$ cat src/rtl/mul4_seq_pkg.sv
// -----------------------------------------------------------------------------
// mul4_seq_pkg
// Shared definitions for the sequential multiplier and the datapath blocks that
// follow it.
//   state_t    : FSM state encoding (IDLE, CALC, DONE) in 2 bits
//   ADD_SLICE  : bit width of one add4 ripple slice
//   cnt_width  : iteration-counter width for a given operand width (min 1)
// -----------------------------------------------------------------------------
package mul4_seq_pkg;

    typedef enum logic [1:0] {
        ST_IDLE = 2'd0,
        ST_CALC = 2'd1,
        ST_DONE = 2'd2
    } state_t;

    localparam int ADD_SLICE = 4;

    function automatic int cnt_width(input int width);
        return (width > 1) ? $clog2(width) : 1;
    endfunction

endpackage

$ cat src/rtl/add4.sv
// -----------------------------------------------------------------------------
// add4
// 4-bit ripple-carry adder, the datapath adder slice used by mul4_seq.
// Ports:
//   a, b  in  [3:0]  addends
//   ci    in         carry in
//   sum   out [3:0]  a + b + ci, low 4 bits
//   co    out        carry out
// -----------------------------------------------------------------------------
module add4 (
    input  logic [3:0] a,
    input  logic [3:0] b,
    input  logic       ci,
    output logic [3:0] sum,
    output logic       co
);

    always_comb begin
        logic c;
        // NOTE: every output of a combinational block gets a value on every
        // path before anything else, otherwise synthesis infers a latch.
        sum = '0;
        c   = ci;
        for (int i = 0; i < 4; i++) begin
            sum[i] = a[i] ^ b[i] ^ c;
            c      = (a[i] & b[i]) | (c & (a[i] ^ b[i]));
        end
        co = c;
    end

endmodule

$ cat src/rtl/mul4_seq.sv
// -----------------------------------------------------------------------------
// mul4_seq
// Sequential shift-and-add unsigned multiplier. One partial product is added
// per clock through a chain of add4 slices; WIDTH iterations produce a
// 2*WIDTH-bit product.
// Ports:
//   clk    in            rising-edge clock
//   rst_n  in            synchronous active-low reset
//   start  in            request, accepted only in IDLE or DONE
//   a      in  [W-1:0]   multiplicand, captured on the accepting edge
//   b      in  [W-1:0]   multiplier, captured on the accepting edge
//   busy   out           high while iterating (CALC)
//   done   out           one-cycle pulse, p valid in this cycle
//   p      out [2W-1:0]  product, held until the next completion
// -----------------------------------------------------------------------------
module mul4_seq
    import mul4_seq_pkg::*;
#(
    parameter int WIDTH = 4
) (
    input  logic                 clk,
    input  logic                 rst_n,
    input  logic                 start,
    input  logic [WIDTH-1:0]     a,
    input  logic [WIDTH-1:0]     b,
    output logic                 busy,
    output logic                 done,
    output logic [2*WIDTH-1:0]   p
);

    localparam int N_SLICE = WIDTH / ADD_SLICE;
    localparam int CNT_W   = cnt_width(WIDTH);
    localparam logic [CNT_W-1:0] CNT_LAST = CNT_W'(WIDTH - 1);

    if (WIDTH < ADD_SLICE || (WIDTH % ADD_SLICE) != 0) begin : g_bad_width
        $error("mul4_seq: WIDTH must be a positive multiple of 4");
    end

    state_t             state;
    logic [WIDTH-1:0]   acc;
    logic [WIDTH-1:0]   mq;
    logic [WIDTH-1:0]   mcand;
    logic [CNT_W-1:0]   cnt;

    logic [WIDTH-1:0]   addend;
    logic [WIDTH-1:0]   sum;
    logic               iter_carry;
    logic [2*WIDTH-1:0] next_accmq;

    assign addend = mq[0] ? mcand : '0;

    // Ripple chain of add4 slices; each slice's carry feeds the next one.
    for (genvar g = 0; g < N_SLICE; g++) begin : g_stage
        logic ci_g;
        logic co_g;

        if (g == 0) begin : g_first
            assign ci_g = 1'b0;
        end else begin : g_chain
            assign ci_g = g_stage[g-1].co_g;
        end

        add4 u_add4 (
            .a   (acc[ADD_SLICE*g +: ADD_SLICE]),
            .b   (addend[ADD_SLICE*g +: ADD_SLICE]),
            .ci  (ci_g),
            .sum (sum[ADD_SLICE*g +: ADD_SLICE]),
            .co  (co_g)
        );
    end

    assign iter_carry = g_stage[N_SLICE-1].co_g;

    // {co,sum,mq} >> 1: the carry re-enters at the top of acc and the consumed
    // multiplier bit falls off the bottom of mq.
    assign next_accmq = {iter_carry, sum, mq[WIDTH-1:1]};

    always_ff @(posedge clk) begin
        // NOTE: state registers use non-blocking assignments so every register
        // samples its inputs from the same pre-edge values.
        if (!rst_n) begin
            state <= ST_IDLE;
            acc   <= '0;
            mq    <= '0;
            mcand <= '0;
            cnt   <= '0;
            p     <= '0;
        end else begin
            unique case (state)
                ST_IDLE, ST_DONE: begin
                    if (start) begin
                        mcand <= a;
                        mq    <= b;
                        acc   <= '0;
                        cnt   <= '0;
                        state <= ST_CALC;
                    end else begin
                        state <= ST_IDLE;
                    end
                end
                ST_CALC: begin
                    {acc, mq} <= next_accmq;
                    cnt       <= cnt + 1'b1;
                    if (cnt == CNT_LAST) begin
                        p     <= next_accmq;
                        state <= ST_DONE;
                    end
                end
                default: state <= ST_IDLE;
            endcase
        end
    end

    assign busy = (state == ST_CALC);
    assign done = (state == ST_DONE);

endmodule
$ cat config.mk
export PLATFORM = sky130hd
export DESIGN_NAME = mul4_seq
export DESIGN_NICKNAME = d
export VERILOG_FILES = /design/src/rtl/mul4_seq_pkg.sv /design/src/rtl/add4.sv /design/src/rtl/mul4_seq.sv
export SDC_FILE = /design/constraint.sdc
export NUM_CORES = 1
export LEC_CHECK = 0
export CAP_MARGIN = 10
export CORE_MARGIN = 3
export CORE_UTILIZATION = 45
export CTS_CLUSTER_DIAMETER = 150
export DETAILED_ROUTE_END_ITERATION = 7
export PLACE_DENSITY_LB_ADDON = 0.15
export SYNTH_ARGS = -nofsm -noshare
export SYNTH_HDL_FRONTEND = slang
export SYNTH_SLANG_ARGS = --single-unit
$ cat constraint.sdc
create_clock -name clk -period 1.98 [get_ports clk]
set_input_delay 0.198 -clock clk [delete_from_list [all_inputs] [get_ports clk]]
set_output_delay 0.198 -clock clk [all_outputs]
set_load 0.005 [all_outputs]
# Yosys cells after proc, flatten, opt, wreduce, memory -nomap -nowiden
# Cells that the tools add are included.
classes:
  bitwise_logic: 17
  addsub: 1
  div_mod_pow: 0
  n_shift: 0
  magnitude_cmp: 0
  muxes: 10
  eq_ne: 5
  reduce_logical: 6
  mul: 0
op_table:
  columns: ["op", "count"]
  rows:
  - ["$pmux 4 s2", 2]
  - ["$mux 4", 3]
  - ["$pmux 2 s2", 2]
  - ["$and 1x1->1", 7]
  - ["$xor 1x1->1", 7]
  - ["$reduce_and 2->1", 3]
  - ["$eq 2x2->1 const B", 2]
  - ["$mux 2", 2]
  - ["$or 1x1->1", 3]
  - ["$add 2x1->2 const B", 1]
  - ["$eq 2x1->1 const B", 1]
  - ["$logic_not 2->1", 1]
  - ["$ne 2x1->1 const B", 1]
  - ["$ne 2x2->1 const B", 1]
  - ["$reduce_bool 2->1", 1]
  - ["$reduce_or 2->1", 1]
  - ["$mux 1", 1]
totals:
  mem_bits_ro: 0
  reg_bits: 24
  ram_bits: 0
  n_memories: 0
  latch_bits: 0
  wordCells: 45
  in_bits: 11

# Longest topological paths before layout
depth:
  word_depth: 9
  mapped_depth: 8
  depth_no_buf: 8

# Cells and area by module
# Synthesis repeated with hierarchy kept, for this count alone.
hier_totals:
  hier_cells: 131
  area_unflattened_um2: 1141.1
by_module_without_submodules:
  columns: ["mod", "area_per_inst_um2", "cells_per_inst", "seq_area_each_um2", "instances"]
  rows:
  - ["mul4_seq", 1023.5, 117, 480.5, 1]
  - ["add4", 117.6, 14, 0.0, 1]

# Worst setup path before layout
# Ideal clock, no wire load.
synth_timing:
  kind: "reg2reg"
  startpoint: "register mq[0]"
  endpoint: "register acc[2]"
  arrival_ns: 2.060
  setup_slack_ns: -0.138
  path_stages_with_launch: 9
  required_time_ns: 1.922
  setup_time_ns: 0.058
  n_path_buf: 0
  path_cell_list: "dfxtp_1 and2_1 ha_1 fa_1 fa_1 inv_1 fa_1 nor2_1 o21a_1"
synth_between:
  elab_chain_cells: 8
synth_lines:
  columns: ["item", "line_no", "source"]
  rows:
  - ["from (decl)", "mul4_seq.sv:41", "logic [WIDTH-1:0] mq;"]
  - ["from (signal assigned)", "mul4_seq.sv:102", "{acc, mq} <= next_accmq;"]
  - ["$mux 4 (*)", "mul4_seq.sv:50", "assign addend = mq[0] ? mcand : '0;"]
  - ["$and 1x1->1 / $xor 1x1->1 (equally long branches)", "add4.sv:26", "c = (a[i] & b[i]) | (c & (a[i] ^ b[i]));"]
  - ["$and 1x1->1", "add4.sv:26", null]
  - ["$or 1x1->1", "add4.sv:26", null]
  - ["$and 1x1->1", "add4.sv:26", null]
  - ["$or 1x1->1", "add4.sv:26", null]
  - ["$xor 1x1->1 (*)", "add4.sv:25", "sum[i] = a[i] ^ b[i] ^ c;"]
  - ["$pmux 4 s2 (*)", "mul4_seq.sv:89", "unique case (state)"]
  - ["to (signal assigned)", "mul4_seq.sv:102", null]
  - ["to (decl)", "mul4_seq.sv:40", "logic [WIDTH-1:0] acc;"]
# Mark *: on every way between the ends. The rest lies on a longest branch, timed or not.
# A chain may end at the register's enable or synchronous reset.

# Final worst setup path
layout_timing:
  startpoint: "register mcand[0]"
  endpoint: "register acc[2]"
layout_between:
  elab_chain_cells: 8
layout_lines:
  columns: ["item", "line_no", "source"]
  rows:
  - ["from (decl)", "mul4_seq.sv:42", "logic [WIDTH-1:0] mcand;"]
  - ["from (signal assigned)", "mul4_seq.sv:85", "mcand <= '0;"]
  - ["from (signal assigned)", "mul4_seq.sv:92", "mcand <= a;"]
  - ["$mux 4", "mul4_seq.sv:50", null]
  - ["$and 1x1->1 (2 in series)", "add4.sv:26", null]
  - ["$or 1x1->1", "add4.sv:26", null]
  - ["$and 1x1->1", "add4.sv:26", null]
  - ["$or 1x1->1", "add4.sv:26", null]
  - ["$xor 1x1->1", "add4.sv:25", null]
  - ["$pmux 4 s2", "mul4_seq.sv:89", null]
# Every way passes these cells.

==> metrics.csv <==
stage,metric,value,unit
synthesis,synth_cell_types,28,
cts,clkTransAtPathRegs,0.13,ns
global_routing,grt_max_degree,19,
floorplanning,die_w,55.0,µm
pwr,power_density,640,nW/µm²
pwr,ir_drop,0.000429,V
cts,hold_buffers,0,
critical_path,crit_path_max_fanout,2,
floorplanning,initial_utilization,0.480,
synthesis,yosys.area.top_type,dfxtp_1,
sta,skew,0.00632,ns
sta,max_freq,489,MHz
critical_path,crit_arrival,2.30,ns
floorplanning,core_area,2250,µm²
cts,clock-root-buffer,clkbuf_4,
critical_path,critPathKind,reg2reg,
pwr,p_leak,0.521,nW
sta,grt_setup_unrepaired,yes,
synthesis,synth_edf_count,0,
floorplanning,ioPinCount,21,
placed_design,hpwlAfterDp,1.47,mm
floorplanning,fp.dieH,55.0,µm
cells_and_area,final_layout_size_suffix_gt1_frac,0.149,
placed_design,place.gp.congestion,0.770,
routing,drtAntennaViolNets,0,
sta,finalHoldViolCount,0,
synthesis,synthCells,120,
critical_path,cp-end-kind,flip-flop,
routing,wl_per_cell,11.3,µm
outcome,violations,setup timing,
sta,hold_ws,0.434,ns
floorplanning,die-area,3030,µm²
critical_path,cp-startpoint,mcand[0],
cells_and_area,nNetsFinal,158,
synthesis,synthesis.nets,136,
cts,cts_max_level,1,
synthesis,synth-seq-cells,24,
floorplanning,core.rowCount,17,
sta,finalCritPeriodShare,1.03,
min_path,min_path_type,in2reg,
sta,maxSlewViolCount,0,
synthesis,synth_area,1080,µm²
synthesis,yosys-top-cells-area,"dfxtp_1, nand2_1, a21boi_1",
routing,first_pass_iters,4,
cts,cts_made_buffers,3,
placed_design,port_buffers,20,
sta,slew-limit-headroom,0.645,
cts,cts_tree,yes,
cells_and_area,syn2layout_area_growth,25.2,%
global_routing,grt_pass1_wl,3.10,mm
sta,setup_ws,-0.0651,ns
routing,vias,838,
global_routing,grt-ovfl-total,0,
routing,drc,0,
critical_path,cp_data_required_time,2.23,ns
synthesis,synth-seq-area-share,0.444,
synthesis,avgSynthCellArea,9.02,µm²
synthesis,synth_most_common_cell,nand2_1,
placed_design,place_ws,-0.108,ns
synthesis,yosysWarnings,0,
global_routing,grt.total_usage,0.141,
outcome,status,finished with violations,
routing,via_per_inst,4.96,
critical_path,start_kind,flip-flop,
synthesis,ys.flop_type,dfxtp_1,
job,max_cap_violations,0,
sta,finalSetupViolCount,2,
critical_path,rr_startpoint,mcand[0],
cells_and_area,fill_cells,233,
routing,finalWirelength,1.91,mm
cts,clk_latency,0.30,ns
global_routing,antenna_found_initial,0,
sta,period_needed,2.05,ns
cts,post_cts_buffers,0,
global_routing,grt_pass1_vias,739,
synthesis,synth_top_area_frac,0.444,
synthesis,synthArstFlopShare,0,
cells_and_area,insertedDiodeCount,0,
min_path,hp-start,a[0],
sta,tightest_slew,0.531,ns
cts,cts_buffer_depth,2,
routing,drt_iter0_markers,3,
cts,cts_num_sinks,24,
synthesis,synth_top_cells_by_count,"nand2_1, dfxtp_1, a21boi_1, and2_1",
[worst max-delay path: stages (launching register included)]
cell and delay [ns]:
dfxtp_2 0.34, and2_4 0.15, ha_4 0.15, fa_2 0.33, fa_2 0.34, inv_2 0.06
fa_1 0.41, nor2_1 0.10, o21a_1 0.12
[logic make-up (layout without fill, tap and decap cells)]
group / count (synthesis) / count (layout) / synth area share
fa+ha+maj: 5 / 5 / 0.0786
simple gates: 54 / 54 / 0.238
flops: 24 / 24 / 0.444
compound gates: 27 / 27 / 0.176
buf+inv: 10 / 31 / 0.0636
[power breakdown]
group	switching, mW	internal (mW)	leakage [nW]
Combinational	0.0486	0.0548	0.304
Sequential	0.0130	0.501	0.196
Clock	0.137	0.112	0.0210
Total	0.199	0.668	0.521
[worst paths after layout]
kind              end  slack (ns)  depth (start not counted)
max reg2reg    acc[2]       -0.07                          8
max            acc[2]       -0.07                          8
min reg2reg      p[0]        0.46                          2
min          mcand[0]        0.43                          3
[cells in the final DEF, fill, tap and decap left out, types with 2 or more instances in the layout]
master            n
a21boi_0          4
o21a_1            3
and2_4            2
clkdlybuf4s50_1  20
nand3_1           3
fa_2              2
a21boi_1          9
and2_1            3
a31oi_1           4
buf_4             3
o21ai_1           4
clkbuf_4          3
nand2_1          34
dfxtp_1          22
dfxtp_2           2
o211a_1           2
inv_2             2
and3_1            2
nor2_1            2
[repair_timing]
action                     CTS  global route
pin swaps                    5             2
resized for setup            5             0
setup endpoints to repair    2             2
[sequential cells by signal (all words and copies together), names as in the netlist]
signal / count
p: 8
mq: 4
cnt: 2
acc: 4
state: 2
mcand: 4
[routing by layer]
layer / track usage / vias to the layer above / wire length (µm)
li1: - / 439 / -
met2: 0.248 / 12 / 912
met1: 0.176 / 387 / 925
met5: 0 / - / 0
met4: 0.0364 / 0 / 0
met3: 0.0241 / 0 / 70
[stage by stage]
stage               utilization  power [mW]  cells  instance area, µm²  TNS (ns)
floorplan                     -       0.588    120                1090    -0.134
global placement          0.576       0.623    165                1300    -0.164
detailed placement        0.576       0.626    165                1300    -0.213
CTS                       0.601       0.881    169                1360    -0.165
global route              0.601       0.911    169                1360    -0.298
finish                    0.601       0.867    169                1360    -0.110
[cell type report]
class / instances / area, µm² / area share
clock buffers: 4 / 36.3 / 0.0268
inverters: 3 / 11.3 / 0.00831
multi-input cells: 86 / 556 / 0.410
flip-flops and latches: 24 / 483 / 0.356
well taps: 28 / 35.0 / 0.0259
repair buffers: 24 / 234 / 0.173
Power figures use the tool's default switching activity.
